[config.mk]
export PLATFORM = sky130hd
export DESIGN_NAME = demux_dispatch_ctrl
export DESIGN_NICKNAME = d
export VERILOG_FILES = /design/src/rtl/demux_pkg.sv /design/src/rtl/demux_dispatch_ctrl_sat_counter.sv /design/src/rtl/demux_dispatch_ctrl.sv
export SDC_FILE = /design/constraint.sdc
export NUM_CORES = 1
export LEC_CHECK = 0
export ABC_AREA = 1
export CAP_MARGIN = 20
export CORE_UTILIZATION = 47
export DETAILED_ROUTE_END_ITERATION = 10
export GPL_TIMING_DRIVEN = 0
export PLACE_DENSITY = 0.79
export SLEW_MARGIN = 20
export SYNTH_ARGS = -nofsm -noshare
export SYNTH_HDL_FRONTEND = slang
export SYNTH_SLANG_ARGS = --single-unit
[constraint.sdc]
create_clock -name clk -period 1.7 [get_ports clk]
set_clock_uncertainty 0.2 [all_clocks]
set_input_delay 0.34 -clock clk [delete_from_list [all_inputs] [get_ports clk]]
set_output_delay 0.34 -clock clk [all_outputs]
set_load 0.01 [all_outputs]
[src/rtl/demux_pkg.sv]
// demux_pkg: shared state encoding, default widths and one-hot decode for the demux dispatcher.
package demux_pkg;
    typedef enum logic {IDLE = 1'b0, OFFER = 1'b1} state_t;
    localparam int DEF_SEL_W = 2;
    localparam int DEF_DATA_W = 2;
    function automatic logic [31:0] onehot(input logic [31:0] idx);
        return 32'd1 << idx;
    endfunction
endpackage

[src/rtl/demux_dispatch_ctrl_sat_counter.sv]
// sat_counter: increment-on-pulse counter that sticks at all-ones instead of wrapping.
module sat_counter #(
    parameter int CNT_W = 8
) (
    input  logic             clk,
    input  logic             rst,
    input  logic             inc,
    output logic [CNT_W-1:0] count
);
    always_ff @(posedge clk)
        count <= rst ? '0 : (inc && count != '1) ? count + 1'b1 : count;
endmodule

[src/rtl/demux_dispatch_ctrl.sv]
// demux_dispatch_ctrl: single-item dispatcher driving a shared demux select with per-channel handshake and stall timeout.
// Optional DEMUX_DISPATCH_RR_EN: destination taken from an internal round-robin pointer instead of in_dest.
module demux_dispatch_ctrl
    import demux_pkg::*;
#(
    parameter int DATA_W  = DEF_DATA_W,
    parameter int NUM_OUT = 4,
    parameter int SEL_W   = DEF_SEL_W,
    parameter int TIMEOUT = 15,
    parameter int CNT_W   = 8
) (
    input  logic               clk,
    input  logic               rst,
    input  logic               in_valid,
    input  logic [DATA_W-1:0]  in_data,
    input  logic [SEL_W-1:0]   in_dest,
    output logic               in_ready,
    output logic [SEL_W-1:0]   sel,
    output logic [DATA_W-1:0]  out_data,
    output logic [NUM_OUT-1:0] out_valid,
    input  logic [NUM_OUT-1:0] out_ready,
    output logic [CNT_W-1:0]   drop_cnt,
    output logic [CNT_W-1:0]   err_cnt,
    output logic               busy
);
    state_t state, state_n;
    logic [7:0] timer;
    logic [SEL_W-1:0] dest;
    logic bad, accept, err_inc, done, drop, hit;

`ifdef DEMUX_DISPATCH_RR_EN
    logic [SEL_W-1:0] rr;
    logic unused_dest;
    assign unused_dest = ^in_dest;
    assign dest = rr;
    assign bad = 1'b0;
    always_ff @(posedge clk)
        rr <= rst ? '0 : (done || drop) ? (32'(rr) == NUM_OUT - 1 ? '0 : rr + 1'b1) : rr;
`else
    assign dest = in_dest;
    assign bad = 32'(in_dest) >= 32'(NUM_OUT);
`endif

    assign busy = state == OFFER;
    assign in_ready = state == IDLE;
    assign out_valid = busy ? NUM_OUT'(onehot(32'(sel))) : '0;
    // only the selected channel's ready can complete, since out_valid is one-hot
    assign hit = |(out_ready & out_valid);

    always_ff @(posedge clk)
        state <= rst ? IDLE : state_n;

    always_comb begin
        state_n = state;
        accept = 1'b0;
        err_inc = 1'b0;
        done = 1'b0;
        drop = 1'b0;
        if (state == IDLE) begin
            accept = in_valid && !bad;
            err_inc = in_valid && bad;
            state_n = accept ? OFFER : IDLE;
        end else begin
            done = hit;
            drop = !hit && timer == 8'(TIMEOUT - 1);
            state_n = (done || drop) ? IDLE : OFFER;
        end
    end

    always_ff @(posedge clk) begin
        if (rst) begin
            sel <= '0;
            out_data <= '0;
            timer <= '0;
        end else if (accept) begin
            sel <= dest;
            out_data <= in_data;
            timer <= '0;
        end else if (busy && !done && !drop) begin
            timer <= timer + 1'b1;
        end
    end

    sat_counter #(.CNT_W(CNT_W)) u_drop (.clk(clk), .rst(rst), .inc(drop), .count(drop_cnt));
    sat_counter #(.CNT_W(CNT_W)) u_err (.clk(clk), .rst(rst), .inc(err_inc), .count(err_cnt));
endmodule

# ---- After elaboration in Yosys (flattened, before gate mapping)
# Index checks and enable logic that the tools add are counted.
dict set report op_classes {
  add_sub_neg 2
  multipliers 0
  n_div 0
  magnitude_cmp 0
  eq_ne 2
  n_shift 1
  n_mux 7
  bitwise_logic 2
  reduce_logical 10
}
# cell n
set op_table {}
lappend op_table {{8-bit by 1-bit adder with 8-bit output (second input constant)} 2}
lappend op_table {{8-bit by 4-bit == test with 1-bit output (second input constant)} 1}
lappend op_table {{8-bit != test (second input constant)} 1}
lappend op_table {{1-bit two-way mux} 6}
lappend op_table {{4-bit AND} 1}
lappend op_table {{1-bit logical AND} 4}
lappend op_table {{4-bit two-way mux} 1}
lappend op_table {{4-bit OR reduction} 1}
lappend op_table {{1-bit by 2-bit << shifter with 4-bit output (first input constant)} 1}
lappend op_table {{1-bit logical NOT} 3}
lappend op_table {{2-bit OR reduction} 1}
lappend op_table {{1-bit logical OR} 1}
lappend op_table {{1-bit inverter} 1}
dict set report totals {
  ff_bits 21
  latchBits 0
  mem_bits_rw 0
  romBits 0
  input_bits 11
  elab_cells 29
  memories 0
}

# ---- Depth between registers and ports, before layout
dict set report logic_depth {
  ltp_word 9
  ltp_mapped 9
}

# ---- Modules after synthesis
# A second synthesis with hierarchy kept.
dict set report hier_totals {
  hier_cells 271
  hier_area_um2 1756.7
}
# mod instances cells_per_inst area_each_um2
set modules_own_cells {}
lappend modules_own_cells {sat_counter 2 77 484.2}
lappend modules_own_cells {demux_dispatch_ctrl 1 117 788.3}

# ---- Worst setup path after synthesis
# No wires, ideal clock.
dict set report synth_timing {
  kind {flip-flop to flip-flop}
  startpoint {reg u_drop.count[1]}
  endpoint {reg u_drop.count[0]}
  setup_time_ps 114
  arrival_time_ps 1191
  required_ps 1386
  slack_ps 196
  stages_incl_launch_ff 9
  n_path_buf 0
  path_cell_list {dfxtp_1 > ha_1 > nand2_1 > nor2_1 > nand2_1 > nand4_2 > nand2_1 > nand2_1 > nor2_1}
}
dict set report synth_via {
  elab_chain_cells 2
}
# item line_no
set synth_lines {}
lappend synth_lines {{start, declared} demux_dispatch_ctrl_sat_counter.sv:8} ;# output logic [CNT_W-1:0] count
lappend synth_lines {{start signal, assigned} demux_dispatch_ctrl_sat_counter.sv:11} ;# count <= rst ? '0 : (inc && count != '1) ? count + 1'b1 : count;
lappend synth_lines {{8-bit != test} demux_dispatch_ctrl_sat_counter.sv:11}
lappend synth_lines {{1-bit logical AND} demux_dispatch_ctrl_sat_counter.sv:11}
# Every way passes these cells.
# A chain may end at the register's enable or synchronous reset.

# ---- Worst setup path in the final report
dict set report layout_timing {
  startpoint {reg state, in the netlist busy}
  endpoint {out out_valid[0]}
}
dict set report layout_via {
  elab_chain_cells 1
}
# item line_no
set layout_lines {}
lappend layout_lines {{start, declared} demux_dispatch_ctrl.sv:26} ;# state_t state, state_n;
lappend layout_lines {{start signal, assigned} demux_dispatch_ctrl.sv:51} ;# state <= rst ? IDLE : state_n;
lappend layout_lines {{4-bit two-way mux} demux_dispatch_ctrl.sv:46} ;# assign out_valid = busy ? NUM_OUT'(onehot(32'(sel))) : '0;
lappend layout_lines {{end, declared} demux_dispatch_ctrl.sv:20} ;# output logic [NUM_OUT-1:0] out_valid,
# Every way passes these cells.

==> flow_summary.toml <==
[setup_path]
critPathKind = "reg -> out"
rrSetupSlack_ns = 0.09
crit_start = "busy$_SDFF_PP0_"
rr_endpoint = "timer[3]$_SDFFE_PP0P_"
cp-start-kind = "flip-flop"
r2r_cells = 7
worst-path-max-fanout = 9
cp.arrival_ns = 1.10
r2r-start = "timer[1]$_SDFFE_PP0P_"
cp.required_ns = 1.16
cp-end-kind = "output pin"
crit_end = "out_valid[0]"

[placement]
placed_area_um2 = 1632
place.gp.congestion = 0.9152
hpwl_mm = 1.844
io_buffers = 28
placedCellCount = 262

[floorplanning]
die_h_um = 54.34
core_area_um2 = 2522
rows = 18
die_area_um2 = 2953
start_util = 0.5104
ios = 37
fp.dieW_um = 54.34

[timing]
rsz0062_at_grt = "yes"
finalSetupTns_ns = 0
layout_min_cycle_time_ns = 1.636
drv_slew = 0
final-setup-viol-count = 0
finalCritPeriodShare = 0.9621
finalHoldViolCount = 0
max_freq_mhz = 611.4

[power]
ir_worst_vdd_mv = 0.6186
powerDensity_nw_per_um2 = 574.1
leakage_nw = 0.7839
clkPwrFrac = 0.272
swShare = 0.2943
p_int_mw = 0.6702
power.switching_mw = 0.2795
sequentialPowerShare = 0.545
combPwrFrac = 0.183

[route]
postRouteAntennaNets = 0
wl_per_cell_um = 9.411
dr.pass1.iters = 5
vias_per_cell = 4.653
vias = 1233
wirelength_mm = 2.494
drtIter0Drc = 43
drc = 0

[job]
drv_cap = 0

[cells_and_area]
diodes = 0
fin_cells = 265
fillers = 247
fin_nets = 250
final_common_cell = "nand2_1"
layout_common_cells = "nand2_1 (48), nor2_1 (36), inv_1 (22), dlygate4sd2_1 (13), a21oi_1 (12)"
final_area_um2 = 1654
syn2layout_area_growth_pct = 28.47
drive_gt1_frac = 0.1787
register_area_um2 = 445.4
multi_input_area_um2 = 713.2

[global_routing]
grt_pass1_vias = 1045
grt_usage = 0.1969
grt_overflow = 0
antenna_found_initial = 0
grt_max_degree = 14
grt_first_pass_wirelength_mm = 4.181

[synthesis]
yosys-top-cells-area = "dfxtp_1 (33%), nand2_1 (14%), nor2_1 (11%)"
synth_area_um2 = 1287
ys_seq_area_frac = 0.3265
synthCells = 197
ys_seq_elements = 21
avgSynthCellArea_um2 = 6.535
synth_top_area_frac = 0.3265
yosysWarningCount = 0
synth_top_area_cell = "dfxtp_1"
synthDistinctLibCells = 24

[clock_tree]
cts.sinks = 21
cts_max_level = 1
cts_inserted_buffers = 3
cts_root_buf = "clkbuf_4"
cts_tree = "done"
cts_buffer_depth = 2
clk_latency_ns = 0.32
cts_hold_buf = 0
clk_pin_slew_ns = 0.13

[status]
status = "complete, no violations"

[worst_hold_path]
hold_class = "reg -> reg"
[worst max-delay path: stages (launching register included)]
cell and delay, ns:
dfxtp_2 0.43, inv_2 0.08, nor3_1 0.12, buf_2 0.15
[worst min-delay path by stage]
stage                                from  depth (start not counted)  slack (ns)               endpoint
CTS                 timer[3]$_SDFFE_PP0P_                          2        0.29  timer[3]$_SDFFE_PP0P_
global route        timer[3]$_SDFFE_PP0P_                          2        0.31  timer[3]$_SDFFE_PP0P_
detailed placement  timer[3]$_SDFFE_PP0P_                          2        0.27  timer[3]$_SDFFE_PP0P_
finish              timer[7]$_SDFFE_PP0P_                          2        0.29  timer[7]$_SDFFE_PP0P_
floorplan                             rst                          1        0.21        busy$_SDFF_PP0_
global placement    timer[3]$_SDFFE_PP0P_                          2        0.27  timer[3]$_SDFFE_PP0P_
[stage by stage]
step	setup WS (ns)	hold WS, ns	power [mW]	util
final	0.06439	0.2933	0.9497	0.6558
after global routing	-0.05705	0.3079	1.002	0.6558
after CTS	0.001548	0.2915	0.9641	0.6602
after detailed placement	-0.1825	0.2723	0.7185	0.6468
after global placement	-0.1781	0.2689	0.7175	0.6468
after floorplan	0.1957	0.2091	0.6436	-
[final cells by class]
cell class | instances | area share
inverter | 28 | 0.06505
tap | 30 | 0.02269
sequential | 21 | 0.2693
clock buffer | 3 | 0.01362
buffer | 10 | 0.04539
clock inverter | 1 | 0.004539
timing repair buffer | 28 | 0.1483
multi-input combinational | 144 | 0.4312
[repair_timing]
item | 4_1_cts | 5_1_grt
endpoints found under the setup margin | 18 | 19
gates resized for setup | 49 | 4
setup buffers | 0 | 0
[Yosys cell counts (all sizes together)]
library cell	count
nor3	3
buf	9
inv	27
nand3	8
ha	3
clkbuf	2
nand4	10
clkinv	1
o21ai	5
dfxtp	21
nor2	39
a21oi	12
nand3b	1
xnor2	1
conb	1
nand2	48
xor2	6
[kinds of logic (layout without fill, tap and decap cells)]
family | Yosys count | after routing | share of synthesized area
simple gates | 109 | 109 | 0.3819
buf+inv | 39 | 70 | 0.1458
flops | 21 | 21 | 0.3265
compound gates | 17 | 17 | 0.06608
xor+xnor | 7 | 7 | 0.04762
fa+ha+maj | 3 | 3 | 0.02916
other cells | 1 | 8 | 0.002913
[power groups by stage]
stage	combinational [mW]	clock [mW]	sequential [mW]
after global routing	0.197	0.284	0.521
after floorplan	0.111	0	0.532
after global placement	0.189	0	0.528
after CTS	0.184	0.268	0.513
after detailed placement	0.190	0	0.528
final	0.174	0.258	0.517
[per-layer routing]
metal / routed length [um] / part of all wire / vias to the layer above / track usage
met1: 1146 / 0.46 / 523 / 0.2226
met3: 160 / 0.064 / 5 / 0.06389
met2: 1155 / 0.46 / 30 / 0.3516
met5: 0 / 0 / - / 0
li1: - / - / 675 / -
met4: 32 / 0.013 / 0 / 0.05128
[sequential cells by signal, indices dropped and copies added (netlist names)]
name          count
sel               2
u_drop.count      8
timer             8
busy              1
out_data          2
Power figures use the tool's default switching activity.
